$ cat config.mk
export PLATFORM = sky130hd
export DESIGN_NAME = stream_test_sequencer
export DESIGN_NICKNAME = d
export VERILOG_FILES = /design/src/rtl/stream_test_sequencer.sv
export SDC_FILE = /design/constraint.sdc
export NUM_CORES = 1
export LEC_CHECK = 0
export CAP_MARGIN = 5
export CORE_AREA = 4 4 204 206
export CTS_CLUSTER_SIZE = 12
export DETAILED_ROUTE_END_ITERATION = 8
export DIE_AREA = 0 0 208 210
export PLACE_DENSITY_LB_ADDON = 0.12
export SYNTH_ARGS = -nofsm -noshare
export SYNTH_HDL_FRONTEND = slang
export SYNTH_SLANG_ARGS = --single-unit
$ cat constraint.sdc
create_clock -name clk -period 2.8 [get_ports clk]
set_input_delay 0.84 -clock clk [delete_from_list [all_inputs] [get_ports clk]]
set_output_delay 0.84 -clock clk [all_outputs]
set_load 0.05 [all_outputs]
$ cat src/rtl/stream_test_sequencer.sv
// Drives a streaming UUT through reset, then captures NUM_BLOCKS output blocks on
// end_uut_i rising edges with a valid/ready handoff. Optional macro: SEQ_CYCLE_COUNT_EN.
module stream_test_sequencer #(
  parameter int IN1_W      = 80,
  parameter int IN2_W      = 80,
  parameter int OUT_W      = 64,
  parameter int NUM_BLOCKS = 4,
  parameter int RST_CYCLES = 4,
  parameter int TIMEOUT    = 65535
) (
  input  logic             clk,
  input  logic             rst_n,
  input  logic             start,
  input  logic [IN1_W-1:0] vec1_i,
  input  logic [IN2_W-1:0] vec2_i,
  input  logic             vec_valid_i,
  output logic             rst_uut_o,
  output logic [IN1_W-1:0] input_to_uut_1_o,
  output logic [IN2_W-1:0] input_to_uut_2_o,
  output logic             next_data_o,
  input  logic             end_uut_i,
  input  logic [OUT_W-1:0] uut_data_i,
  output logic             result_valid_o,
  output logic [OUT_W-1:0] result_data_o,
  output logic [7:0]       result_idx_o,
  input  logic             result_ready_i,
  output logic             busy_o,
  output logic             done_o,
  output logic             timeout_o,
  output logic [31:0]      cycle_count_o,
  input  logic [1:0]       sw_debug_i,
  output logic [31:0]      debug_o
);

  typedef enum logic [2:0] {
    S_IDLE    = 3'd0,
    S_UUT_RST = 3'd1,
    S_RUN     = 3'd2,
    S_HOLD    = 3'd3,
    S_DONE    = 3'd4,
    S_ERR     = 3'd5
  } state_t;

  localparam logic [31:0] RST_LAST = 32'(RST_CYCLES - 1);
  localparam logic [31:0] TO_LAST  = 32'(TIMEOUT - 1);
  localparam logic [7:0]  IDX_LAST = 8'(NUM_BLOCKS - 1);

  state_t      state;
  logic [31:0] rst_cnt;
  logic [31:0] run_cnt;
  logic        end_prev;
  logic        end_rise;

  // end_prev tracks end_uut_i in every state, so a flag already high on RUN entry is no edge
  assign end_rise = end_uut_i & ~end_prev;
  assign busy_o   = (state == S_UUT_RST) || (state == S_RUN) || (state == S_HOLD);

`ifdef SEQ_CYCLE_COUNT_EN
  logic [31:0] cycle_count_q;
  assign cycle_count_o = cycle_count_q;
`else
  assign cycle_count_o = 32'd0;
`endif

  always_ff @(posedge clk or negedge rst_n) begin
    if (!rst_n) begin
      state            <= S_IDLE;
      rst_uut_o        <= 1'b1;
      input_to_uut_1_o <= '0;
      input_to_uut_2_o <= '0;
      next_data_o      <= 1'b0;
      result_valid_o   <= 1'b0;
      result_data_o    <= '0;
      result_idx_o     <= '0;
      done_o           <= 1'b0;
      timeout_o        <= 1'b0;
      rst_cnt          <= '0;
      run_cnt          <= '0;
      end_prev         <= 1'b0;
`ifdef SEQ_CYCLE_COUNT_EN
      cycle_count_q    <= '0;
`endif
    end else begin
      end_prev    <= end_uut_i;
      next_data_o <= 1'b0;
      case (state)
        S_IDLE, S_DONE, S_ERR: begin
          if (start && vec_valid_i) begin
            input_to_uut_1_o <= vec1_i;
            input_to_uut_2_o <= vec2_i;
            done_o           <= 1'b0;
            timeout_o        <= 1'b0;
            result_idx_o     <= '0;
            rst_uut_o        <= 1'b1;
            rst_cnt          <= '0;
            state            <= S_UUT_RST;
          end
        end
        S_UUT_RST: begin
          if (rst_cnt == RST_LAST) begin
            rst_uut_o <= 1'b0;
            run_cnt   <= '0;
            state     <= S_RUN;
          end else begin
            rst_cnt <= rst_cnt + 32'd1;
          end
        end
        S_RUN: begin
          // a capture on the final counted cycle wins over the timeout
          if (end_rise) begin
            result_data_o  <= uut_data_i;
            result_valid_o <= 1'b1;
`ifdef SEQ_CYCLE_COUNT_EN
            cycle_count_q  <= run_cnt;
`endif
            state          <= S_HOLD;
          end else if (run_cnt == TO_LAST) begin
            timeout_o <= 1'b1;
            rst_uut_o <= 1'b1;
            state     <= S_ERR;
          end else begin
            run_cnt <= run_cnt + 32'd1;
          end
        end
        S_HOLD: begin
          if (result_ready_i) begin
            result_valid_o <= 1'b0;
            if (result_idx_o == IDX_LAST) begin
              done_o    <= 1'b1;
              rst_uut_o <= 1'b1;
              state     <= S_DONE;
            end else begin
              result_idx_o <= result_idx_o + 8'd1;
              next_data_o  <= 1'b1;
              run_cnt      <= '0;
              state        <= S_RUN;
            end
          end
        end
        default: state <= S_IDLE;
      endcase
    end
  end

  // zero-extend so narrow OUT_W still yields a defined upper debug word
  logic [63:0] data_ext;
  if (OUT_W >= 64) begin : g_wide
    assign data_ext = result_data_o[63:0];
  end else begin : g_narrow
    assign data_ext = 64'(result_data_o);
  end

  always_comb begin
    debug_o = 32'd0;
    case (sw_debug_i)
      2'd0: debug_o = data_ext[31:0];
      2'd1: debug_o = data_ext[63:32];
      2'd2: debug_o = {13'd0, state, result_idx_o, 2'b00, next_data_o, rst_uut_o,
                       result_valid_o, timeout_o, done_o, busy_o};
      2'd3: debug_o = cycle_count_o;
    endcase
  end

endmodule

==> results of run 1 <==
-- worst paths after layout --
| kind | from | endpoint | slack [ns] | depth (start not counted) |
|---|---|---|---|---|
| setup / recovery | sw_debug_i[1] | debug_o[4] | 0.08 | 5 |
| hold / removal | rst_n | run_cnt[16] | 0.28 | 1 |
| setup reg to reg | run_cnt[28] | run_cnt[8] | 0.35 | 7 |
| hold reg to reg | input_to_uut_1_o[73] | input_to_uut_1_o[73] | 0.47 | 2 |
| max in group asynchronous | rst_n | input_to_uut_2_o[30] | 1.78 | 2 |
| min in group clk | input_to_uut_1_o[73] | input_to_uut_1_o[73] | 0.47 | 2 |
-- through the flow --
step | hold WS, ns | worst slack (ns)
floorplan | 0.4458 | -0.06821
global placement | 0.4573 | -0.1413
detailed placement | 0.4615 | -0.1243
CTS | 0.2593 | 0.00009059
global route | 0.2916 | 0.008250
finish | 0.2782 | 0.08259
-- flip-flops by register name, indices dropped and copies added (netlist names) --
signal,count
done_o,1
end_prev,1
input_to_uut_1_o,80
input_to_uut_2_o,80
next_data_o,1
result_data_o,64
result_idx_o,8
result_valid_o,1
rst_cnt,32
rst_uut_o,1
run_cnt,32
state,3
timeout_o,1
-- where the power goes --
group	total [mW]	internal, mW	leakage (nW)	switching (mW)
registers	7.18	6.06	3.89	1.12
logic	14.5	4.81	5.21	9.65
clock network	4.73	2.86	0.582	1.88
total	26.4	13.7	9.68	12.6
-- layout by cell type (no fill, tap or decap), types with 17 or more instances in the layout --
master	n
sky130_fd_sc_hd__mux2i_1	42
sky130_fd_sc_hd__a21oi_1	25
sky130_fd_sc_hd__nand2_1	567
sky130_fd_sc_hd__and3_1	17
sky130_fd_sc_hd__clkdlybuf4s50_1	457
sky130_fd_sc_hd__nor2_1	46
sky130_fd_sc_hd__clkbuf_16	38
sky130_fd_sc_hd__o21ai_0	32
sky130_fd_sc_hd__o21ai_1	23
sky130_fd_sc_hd__buf_4	51
sky130_fd_sc_hd__mux2_2	64
sky130_fd_sc_hd__buf_12	39
sky130_fd_sc_hd__conb_1	32
sky130_fd_sc_hd__dfrtp_1	301
sky130_fd_sc_hd__nand3_1	40
-- logic make-up after synthesis --
kind of cell | Yosys count
AO/OA/AOI/OAI | 143
adder cells (fa/ha/maj) | 4
buffers and inverters | 118
XOR/XNOR | 9
AND/OR/NAND/NOR | 772
other | 1
multiplexers | 107
flip-flops | 305
-- routing by layer --
layer  wire [um]  vias up  track usage [%]
li1            -     5835                -
met4        1651        0            8.788
met1       20110     5914            26.64
met5           0        -                0
met3        4482       78            8.201
met2       24720      438            37.36
-- worst max-delay path, cell delays in order --
cell and delay [ns]:
sky130_fd_sc_hd__buf_2 0.28, sky130_fd_sc_hd__buf_4 0.25, sky130_fd_sc_hd__mux2i_1 0.08, sky130_fd_sc_hd__o21ai_1 0.24, sky130_fd_sc_hd__buf_12 0.18
-- what timing repair did --
item                                    4_1_cts  5_1_grt
resized for setup                             5        5
endpoints found under the setup margin        3       16
setup buffers                                 2        1
-- area by class of cell --
cell class	instances	area (um^2)	share of cell area (%)
diodes	10	25.02	0.1189
flip-flops and latches	305	7637	36.28
repair buffers	555	5818	27.64
multi-input cells	1067	5690	27.03
inverters	10	37.54	0.1783
clock inverters	7	96.34	0.4577
well taps	525	656.9	3.121
clock buffers	56	1089	5.171
==> impl_summary.md, run 1 <==
Logic synthesis
By count the netlist is led by sky130_fd_sc_hd__nand2_1, sky130_fd_sc_hd__dfrtp_1, sky130_fd_sc_hd__mux2_2. The xor and xnor fraction of the mapped netlist area is 0.5773%. For this run, asynchronously set or reset flops after synthesis account for 100.0%. The dominant register cell in the synthesized netlist is sky130_fd_sc_hd__dfrtp_1. The top cell type's share of synthesized area is 55.72%. The number of library cell types mapped by synthesis is 62. The flip-flop and latch count after synthesis is 305.

The post-synthesis instance total is 1459. After Yosys synthesis, full adders, half adders and majority gates account for 0.3666% of the synthesized area. The share of cell area taken by muxes after synthesis is 8.468%. The number of enable flip-flop cells after synthesis is 0.

The cell accounting for the most synthesized area is sky130_fd_sc_hd__dfrtp_1. Summing the areas of all compound-gate instances in the mapped netlist gives 6.314% of the synthesized area. Each instance of the synthesized netlist takes up on average 9.358 um^2. Of the total synthesized cell area, the portion taken by AND, OR, NAND and NOR gates is 23.85%. Yosys attributes the largest share of cell area to sky130_fd_sc_hd__dfrtp_1, sky130_fd_sc_hd__nand2_1, sky130_fd_sc_hd__mux2_2. In this run the cell area of the synthesized design comes to 13650 um^2. After synthesis, the largest family of logic cells by area is simple AND/OR/NAND/NOR gates.

In the post-synthesis netlist, the cell with the most instances is sky130_fd_sc_hd__nand2_1. The count of warnings emitted by yosys is 0. The sequential area share after synthesis is 55.91%.

STA
The measured slew at the worst slew-check pin is 1.104 ns. The normalized max-slew margin is 26.39%. Setup total negative slack on the finished layout was measured at 0 ns. Setup repair after global routing left no endpoint under its margin. The worst clock skew on the final layout is 0.01336 ns. Derived from the worst setup path, the maximum achievable clock frequency is 368.0 MHz. The worst path in the final design needs a cycle of 2.717 ns, including I/O delays and setup. The max-slew violation total from the final report is 0. The number of setup violations in the final report is 0. The share of the clock period used by the worst path after layout is 97.05%. The total count of hold-check failures in the final report is 0.

Placed design
The final weighted congestion of routability-driven global placement is 0.8598. The total placed cells including tap cells is 2459. Port buffering added 501 buffers. The post-DP HPWL is 38330 um. Once placement finished, the instance area stood at 19810 um^2.

Clock network
The clock net in this run drives a total of 305 sinks. The buffer levels on the longest clock path is 3. The clock buffer count from CTS is 36. Clock-pin slew was measured on the worst setup and hold paths at 0.06 ns. The number of levels the H-tree was split into is 2.

The cell at the root of the clock tree is sky130_fd_sc_hd__clkbuf_16. The count of hold-fix buffers inserted at cts is 0. The later-pin clock latency in the skew report is 0.54 ns. TritonCTS built the clock tree.

Final layout
Excluding fillers, the count of instances in the completed layout stands at 2535. Cells fill 53.10% of the core in the end. The net count of the finished layout is 2211. Cells with a size suffix above 1 make up 12.85% of the layout.

After routing the design area is 21050 um^2. Fill cells in the final layout number 3609. The signed area change from the synthesized netlist to the final layout is 54.18%.

Routing
The final antenna-violating net count is 0. In the routed design, unresolved DRC markers number 0. The routed length per instance is 20.10 um. The routed layout has 12265 vias. For this block, the routed nets add up to 50960 um of wire. The vias per cell is 4.838. The first routing iteration left 861 violations. The count of TritonRoute iterations in the first routing pass is 5.

Setup path
Data arrives at the worst endpoint at 1.88 ns. STA classifies the critical path endpoint as an output port. The critical path class is input pin to output port. The data required time of the worst path is 1.96 ns. The startpoint type of the worst setup path is an input pin.

Along the worst path, the maximum fanout reaches 9.

Status
The run finished with clean final reports.

GRT
The first-pass GRT wire length is 77040 um. The pin count of the biggest net entering global routing is 99. Global routing finished with a remaining overflow of 0. For this run, the total global-route usage over all layers was measured as 22.42%. The via count of the first global-routing pass is 12451. The initial antenna violation count is 10.

Power and ir drop
The power density over cell area is 1253 nW/um^2. The total leakage power is 9.681 nW. IR analysis of the VDD net gives a maximum drop of 0.7323 mV.

The total chip power is 26.37 mW.

Flow run
The max capacitance violation total is 0.

Floorplanning
The y dimension of the die is 210 um. The number of placement rows is 73. The number of top-level pins is 534. The horizontal die dimension is 208 um. The die covers 43680 um^2. The initial core utilization is 34.44%. The placeable core region is 39640 um^2.

Hold path
The worst hold path belongs to the class input pin to asynchronous set/reset pin.
Power figures use the tool's default switching activity.
==> run 2: changes to the inputs <==
--- a/config.mk
+++ b/config.mk
@@ -10,7 +10,9 @@
 export CTS_CLUSTER_SIZE = 12
 export DETAILED_ROUTE_END_ITERATION = 8
 export DIE_AREA = 0 0 208 210
+export MAX_ROUTING_LAYER = met4
 export PLACE_DENSITY_LB_ADDON = 0.12
+export RECOVER_POWER = 25
 export SYNTH_ARGS = -nofsm -noshare
 export SYNTH_HDL_FRONTEND = slang
 export SYNTH_SLANG_ARGS = --single-unit
==> run 2 against run 1 <==
The run now ends with capacitance limit, slew limit left. Critical endpoint is now result_idx_o[5]. Clock power is essentially flat. Non-clock buffer count is the same. Clock skew grew 0.0011 ns. Largest power group unchanged. Count of clock-buffer cells in the layout is the same.
==> impl_summary.md, run 2 (synthesis gave the netlist of run 1 again) <==
Clock network
The clock buffer count from CTS is 36 (unchanged). The number of levels the H-tree was split into is 2 (unchanged). The later-pin clock latency in the skew report is 0.54 ns (about the same).

The count of hold-fix buffers inserted at cts is 0 (unchanged). The sink count of the clock tree is 305 (unchanged). Clock tree synthesis selected as its root buffer the cell sky130_fd_sc_hd__clkbuf_16. TritonCTS built the clock tree. The buffer levels on the longest clock path is 3 (unchanged). The clock edge transition at the registers on the reported setup and hold paths is 0.06 ns (about the same).

Setup path
The number of gates on the worst path with buffers counted is 1 (-4). The minimum setup slack among reg-to-reg paths came to 0.35 ns (about the same). The critical path class is flip-flop to output port. For this design, the slowest cell found on the critical path is sky130_fd_sc_hd__clkdlybuf4s50_1. The signal on the critical path passes through clkdlybuf4s50_1. Broken down by cell family, the worst path's largest delay share belongs to buffers and inverters. The length in cells of the worst reg-to-reg path is 7 (unchanged).

Following the worst setup path forward leads to its endpoint at result_idx_o[5]. The highest net fanout along the worst path was 5 (-4). The data required time of the worst path is 1.96 ns (about the same). The maximum single-stage delay on the critical path was 0.89 ns (+0.61 ns). The source of the worst register-to-register timing path is run_cnt[28]. STA classifies the critical path startpoint as a flip-flop. The buffers plus inverters on the worst setup path is 1 (-2).

The sort of element at the end of the critical path is an output port. The worst path arrival time came to 1.89 ns (about the same). The launch point of the worst path is result_idx_o[5]. The destination of the worst register-to-register timing path is run_cnt[8].

Placed design
The final weighted congestion of routability-driven global placement is 0.8736 (+1.6%). The number of buffers inserted by port buffering is 501 (unchanged). The worst slack at placement is -0.1243 ns (unchanged). The placed standard-cell area was 19810 um^2 (unchanged). The post-DP HPWL is 38330 um (unchanged).

Final layout
The design area was 21020 um^2 (-0.12%). The flip-flop and latch area came to 7637 um^2 (unchanged). The total of fill cells in the finished design is 3611 (+0.055%). The signed area change from the synthesized netlist to the final layout is 53.99%.

The net count of the finished layout is 2211 (unchanged). The library cell used most frequently in the layout, excluding fill and tap cells, is sky130_fd_sc_hd__nand2_1. The area of combinational cells with multiple inputs is 5690 um^2 (unchanged). The largest registers in the layout are input_to_uut_1_o (80), input_to_uut_2_o (80), result_data_o (64). Leaving out fill and tap cells, the most frequent cells in the layout are sky130_fd_sc_hd__nand2_1, sky130_fd_sc_hd__clkdlybuf4s50_1, sky130_fd_sc_hd__dfrtp_1. The fraction of final layout cells sized beyond drive strength 1 came to 12.70% (-0.15 points).

Floorplanning
The initial core utilization is 34.44% (unchanged). The number of placement rows is 73 (unchanged). The y dimension of the die was 210 um (unchanged). The horizontal die dimension is 208 um (unchanged).

The placeable core region came to 39640 um^2 (unchanged). The number of top-level pins is 534 (unchanged). The area enclosed by the die boundary is 43680 um^2 (unchanged).

Routing
The detailed-route DRC error count was 0 (unchanged). The vias per cell is 4.859 (+0.42%). The total detailed-routing wirelength is 51080 um (+0.23%). The routed length per instance was 20.15 um (+0.23%). The count of TritonRoute iterations in the first routing pass is 5 (unchanged). The final antenna-violating net count is 0 (unchanged).

The total via count after detailed routing is 12317 (+0.42%). The iteration-0 DRC count of the detailed router came to 749 (-13%).

GRT
The initial antenna violation count came to 10 (unchanged). The pin count of the biggest net entering global routing came to 99 (unchanged). The combined global-route utilization of all metal layers is 23.11% (+0.69 points). The via count of the first global-routing pass is 12463 (+0.096%).

The first-pass GRT wire length is 76910 um (-0.17%). The sum of overflow across all layers after global routing is 0 (unchanged).

Power and ir drop
The combinational power share is 54.8% (about the same). The total leakage power came to 9.666 nW (-0.16%). The proportion of power drawn by the clock network came to 18.0% (about the same). The power density over cell area is 1254 nW/um^2 (+0.11%).

The maximum vdd drop was 0.7342 mV (+0.26%). The internal power summed over all cells was 13.72 mW (about the same). The sequential power share came to 27.2% (about the same).

The net switching share of the total power is 47.97% (about the same). The total net switching power was 12.65 mW (about the same).

STA
The achievable clock frequency came to 366.1 MHz (-0.53%). Setup repair after global routing left no endpoint under its margin. The share of the clock period used by the worst path after layout is 97.57% (+0.52 points).

The slack of the critical path is 0.06814 ns (-0.01445 ns). The max-slew violation total from the final report is 59 (+59). The total count of hold-check failures in the final report is 0 (unchanged).

The normalized max-slew margin is -20.79% (-47 points). The measured slew at the worst slew-check pin came to 1.812 ns (+0.7078 ns). The final critical path time including I/O delays and setup was 2.732 ns (+0.01445 ns).

The number of setup violations in the final report was 0 (unchanged). The worst hold-check slack is 0.4692 ns (+0.1910 ns). The worst clock skew on the final layout is 0.01451 ns (+0.001148 ns).

Hold path
The tightest min-delay check is of the flip-flop to flip-flop type.

Status
The flow ran to the end, but the final reports show violations. The checks that failed: capacitance limit, slew limit.

Flow run
The max capacitance violation total is 1 (+1).
[run 2: cell count changes in the layout (fill, tap and decap cells not counted)]
cell / previous run / this run
sky130_fd_sc_hd__dlygate4sd3_1: 0 / 1
sky130_fd_sc_hd__clkbuf_1: 11 / 14
sky130_fd_sc_hd__buf_4: 51 / 46
sky130_fd_sc_hd__buf_8: 1 / 0
sky130_fd_sc_hd__clkbuf_2: 0 / 3
sky130_fd_sc_hd__clkdlybuf4s50_1: 457 / 456
[run 2: area by class of cell]
| cell class | instances | area share (%) |
|---|---|---|
| sequential | 305 | 36.33 |
| timing repair buffer | 555 | 27.55 |
| multi-input combinational | 1067 | 27.07 |
| clock buffer | 56 | 5.178 |
| tap | 525 | 3.124 |
| clock inverter | 7 | 0.4583 |
| inverter | 10 | 0.1785 |
| antenna | 10 | 0.1190 |
[run 2: stage by stage]
step	setup TNS, ns	total power [mW]	util (%)	std cells
floorplan	-0.7522	15.96	-	1490
global placement	-0.9228	21.64	49.96	2459
detailed placement	-1.609	21.72	49.96	2459
CTS	0	26.65	52.99	2524
global route	0	27.61	53.04	2535
finish	0	26.37	53.04	2535
[run 2: repair_timing]
| item | in CTS | in global routing |
|---|---|---|
| setup endpoints to repair | 3 | 17 |
| pin swaps | 0 | 0 |
| gates resized for setup | 5 | 5 |
| buffers inserted | 2 | 1 |
[run 2: power groups by stage]
stage / Clock, mW / Combinational, mW / Sequential [mW]
floorplan: 0 / 3.47 / 12.5
global route: 5.04 / 15.2 / 7.41
detailed placement: 0 / 14.5 / 7.24
CTS: 4.89 / 14.6 / 7.19
finish: 4.74 / 14.5 / 7.18
global placement: 0 / 14.4 / 7.20
[run 2: worst min path at each step]
stage | from | endpoint | slack [ns] | depth (start not counted)
after floorplan | run_cnt[11] | run_cnt[11] | 0.45 | 1
after CTS | rst_n | run_cnt[0] | 0.26 | 1
after detailed placement | input_to_uut_1_o[42] | input_to_uut_1_o[42] | 0.46 | 2
after global routing | input_to_uut_1_o[9] | input_to_uut_1_o[9] | 0.50 | 2
after global placement | input_to_uut_2_o[2] | input_to_uut_2_o[2] | 0.46 | 2
final | input_to_uut_1_o[73] | input_to_uut_1_o[73] | 0.47 | 2
[run 2: metal layers]
metal	up-vias	routed length (um)	global-route usage [%]
met4	0	1583	8.766
met2	426	24750	37.35
met3	74	4604	8.454
li1	5833	-	-
met5	-	0	-
met1	5984	20140	26.51
==> run 3: changes to the inputs <==
--- a/config.mk
+++ b/config.mk
@@ -10,6 +10,7 @@
 export CTS_CLUSTER_SIZE = 12
 export DETAILED_ROUTE_END_ITERATION = 8
 export DIE_AREA = 0 0 208 210
+export GPL_TIMING_DRIVEN = 0
 export MAX_ROUTING_LAYER = met4
 export PLACE_DENSITY_LB_ADDON = 0.12
 export RECOVER_POWER = 25
==> run 3 against run 2 <==
The run now ends clean. Maximum frequency is 1.3% lower. Sequential share of layout area is 0.12 points higher. Final area decreased by 0.34%. Combinational power about the same. Die area stayed put. Non-clock buffer count up 59. Register-to-register slack worse by 0.10 ns. Worst setup slack lost 0.037 ns. Cell count rose by 2.4%. Count of clock-buffer cells in the layout down 2. First-iteration DRC count rose by 9.3%. Largest power group unchanged.
==> impl_summary.md, run 3 (synthesis gave the netlist of run 1 again) <==
Status
The run finished with clean final reports.

Placed design
The total placed cells including tap cells is 2516 (+2.3%). The number of buffers inserted by port buffering was 499 (-0.40%). The final weighted congestion of routability-driven global placement came to 0.8532 (-2.3%). The post-DP HPWL came to 40550 um (+5.8%).

Final layout
The total of fill cells in the finished design is 3647 (+1.0%). The final standard cell count with taps included and fillers excluded is 2595 (+2.4%). The most frequent standard cell in the layout excluding fill and tap cells is sky130_fd_sc_hd__nand2_1. The fraction of final layout cells sized beyond drive strength 1 was 13.13% (+0.43 points).

In the layout the commonest cells are sky130_fd_sc_hd__nand2_1, sky130_fd_sc_hd__clkdlybuf4s50_1, sky130_fd_sc_hd__dfrtp_1. From synthesis to final layout, the design area changed by 53.46%. The net count of the finished layout is 2271 (+2.7%). The largest registers in the layout are input_to_uut_1_o (80), input_to_uut_2_o (80), result_data_o (64).

Setup path
The highest net fanout along the worst path is 10 (+5). The critical path class is input pin to output port. The worst path arrival time was 1.93 ns (+0.04 ns). The startpoint type of the worst setup path is an input pin. The data required time of the worst path is 1.96 ns (about the same).

The sort of element at the end of the critical path is an output port.

STA
The max-slew violation total from the final report came to 0 (-100%). The measured slew at the worst slew-check pin was 1.499 ns (-0.3128 ns). The normalized max-slew margin is 0.06393% (+21 points).

The worst clock skew on the final layout is 0.02740 ns (+0.01289 ns). Setup repair after global routing left no endpoint under its margin. The number of setup violations in the final report came to 0 (unchanged).

The total count of hold-check failures in the final report was 0 (unchanged). The worst hold-check slack is 0.2885 ns (-0.1807 ns). The final critical path time including I/O delays and setup is 2.769 ns (+0.03676 ns).

The share of the clock period used by the worst path after layout was 98.88% (+1.3 points). The achievable clock frequency is 361.2 MHz (-1.3%).

Power and ir drop
The sequential power share is 27.6% (+0.4 points). The total leakage power is 9.665 nW (about the same). The maximum vdd drop is 0.7755 mV (+5.6%). The power density over cell area is 1250 nW/um^2 (-0.33%). The combinational power share was 54.4% (-0.4 points). The total net switching power is 12.76 mW (+0.88%). The proportion of power drawn by the clock network is 18.1% (about the same). The internal power summed over all cells is 13.43 mW (-2.1%). The net switching share of the total power is 48.71% (+0.75 points).

Clock network
The count of hold-fix buffers inserted at cts is 0 (unchanged). TritonCTS built the clock tree. The cell at the root of the clock tree is sky130_fd_sc_hd__clkbuf_16. The sink count of the clock tree is 305 (unchanged). The clock buffer count from CTS is 37 (+2.8%). The buffer levels on the longest clock path is 3 (unchanged).

The number of levels the H-tree was split into is 2 (unchanged). The later-pin clock latency in the skew report was 0.55 ns (about the same). The clock edge transition at the registers on the reported setup and hold paths is 0.06 ns (about the same).

GRT
The first-pass GRT wire length is 79640 um (+3.6%). The sum of overflow across all layers after global routing is 0 (unchanged). The initial antenna violation count is 14 (+4). The via count of the first global-routing pass is 12831 (+3.0%). The combined global-route utilization of all metal layers was 24.24% (+1.1 points). The pin count of the biggest net entering global routing is 115 (+16%).

Floorplanning
The number of top-level pins is 534 (unchanged). The number of placement rows was 73 (unchanged). The horizontal die dimension is 208 um (unchanged). The initial core utilization is 34.44% (unchanged). The area enclosed by the die boundary is 43680 um^2 (unchanged). The y dimension of the die is 210 um (unchanged). The placeable core region is 39640 um^2 (unchanged).

Routing
The iteration-0 DRC count of the detailed router is 819 (+9.3%). The final antenna-violating net count came to 0 (unchanged). The vias per cell is 4.814 (-0.92%).

The total detailed-routing wirelength was 53160 um (+4.1%). The count of TritonRoute iterations in the first routing pass is 5 (unchanged). The routed length per instance is 20.48 um (+1.7%). The detailed-route DRC error count is 0 (unchanged). The total via count after detailed routing came to 12492 (+1.4%).

Flow run
The max capacitance violation total is 0 (-1).

Hold path
The path class of the tightest hold or removal check is input pin to asynchronous set/reset pin.
-- run 3: changes by cell type in the layout (fill, tap and decap cells not counted), moves of 5 or more --
cell / change
sky130_fd_sc_hd__buf_6: +12
sky130_fd_sc_hd__clkbuf_1: +36
sky130_fd_sc_hd__buf_2: +18
sky130_fd_sc_hd__clkdlybuf4s15_2: +12
sky130_fd_sc_hd__buf_12: -39
sky130_fd_sc_hd__mux2i_2: +5
sky130_fd_sc_hd__mux2i_1: -5
-- run 3: final timing paths --
check,from,end,slack (ns),depth (start not counted)
max in group asynchronous,rst_n,result_data_o[9],0.54,2
worst max-delay path,sw_debug_i[1],debug_o[21],0.03,5
worst min-delay path,rst_n,result_data_o[58],0.29,1
min in group clk,input_to_uut_2_o[77],input_to_uut_2_o[77],0.47,2
worst max register to register,state[0],result_data_o[62],0.25,6
worst min register to register,input_to_uut_2_o[77],input_to_uut_2_o[77],0.47,2
-- run 3: critical path, stage by stage --
cell                              delay [ns]
sky130_fd_sc_hd__buf_2                  0.18
sky130_fd_sc_hd__buf_6                  0.19
sky130_fd_sc_hd__clkbuf_16              0.20
sky130_fd_sc_hd__nor2_4                 0.13
sky130_fd_sc_hd__clkdlybuf4s18_2        0.38
-- run 3: power groups by stage --
stage | logic [mW] | clock network [mW] | registers, mW
floorplan | 3.47 | 0 | 12.5
global placement | 14.2 | 0 | 7.19
detailed placement | 14.2 | 0 | 7.23
CTS | 14.3 | 4.86 | 7.22
global route | 14.9 | 5.06 | 7.44
finish | 14.2 | 4.74 | 7.22
-- run 3: metrics by stage --
stage | worst slack, ns | instance area (um^2) | total power, mW | utilization, % | TNS (ns)
after floorplan | -0.06821 | 13920 | 15.96 | - | -0.7522
after global routing | 0.0002658 | 20950 | 27.42 | 52.85 | 0
final | 0.03138 | 20950 | 26.19 | 52.86 | 0
after detailed placement | -1.140 | 19630 | 21.45 | 49.53 | -122.86
after CTS | -0.05320 | 20880 | 26.34 | 52.68 | -0.1774
after global placement | -13.45 | 19570 | 21.39 | 49.38 | -4199.47
-- run 3: final cells by class --
cell class / count / area [um^2] / share of cell area, %
plain buffers: 107 / 658.1 / 3.141
multi-input cells: 1067 / 5690 / 27.16
diodes: 14 / 35.03 / 0.1672
flip-flops and latches: 305 / 7636 / 36.44
inverters: 10 / 37.54 / 0.1791
repair buffers: 507 / 5066 / 24.18
well taps: 525 / 656.9 / 3.135
clock buffers: 54 / 1081 / 5.159
clock inverters: 6 / 91.34 / 0.4359
-- run 3: repair_timing --
action | CTS | global route
gates resized for setup | 169 | 29
setup endpoints to repair | 146 | 145
buffers inserted | 1 | 5
-- run 3: per-layer routing --
metal  GRT usage (%)  share of wire [%]  vias to the layer above
met2           39.83                 50                      455
met4           9.445                3.1                        0
met1           27.07                 38                     6003
met5               -                  0                        -
li1                -                  -                     5957
met3           9.004                9.0                       77
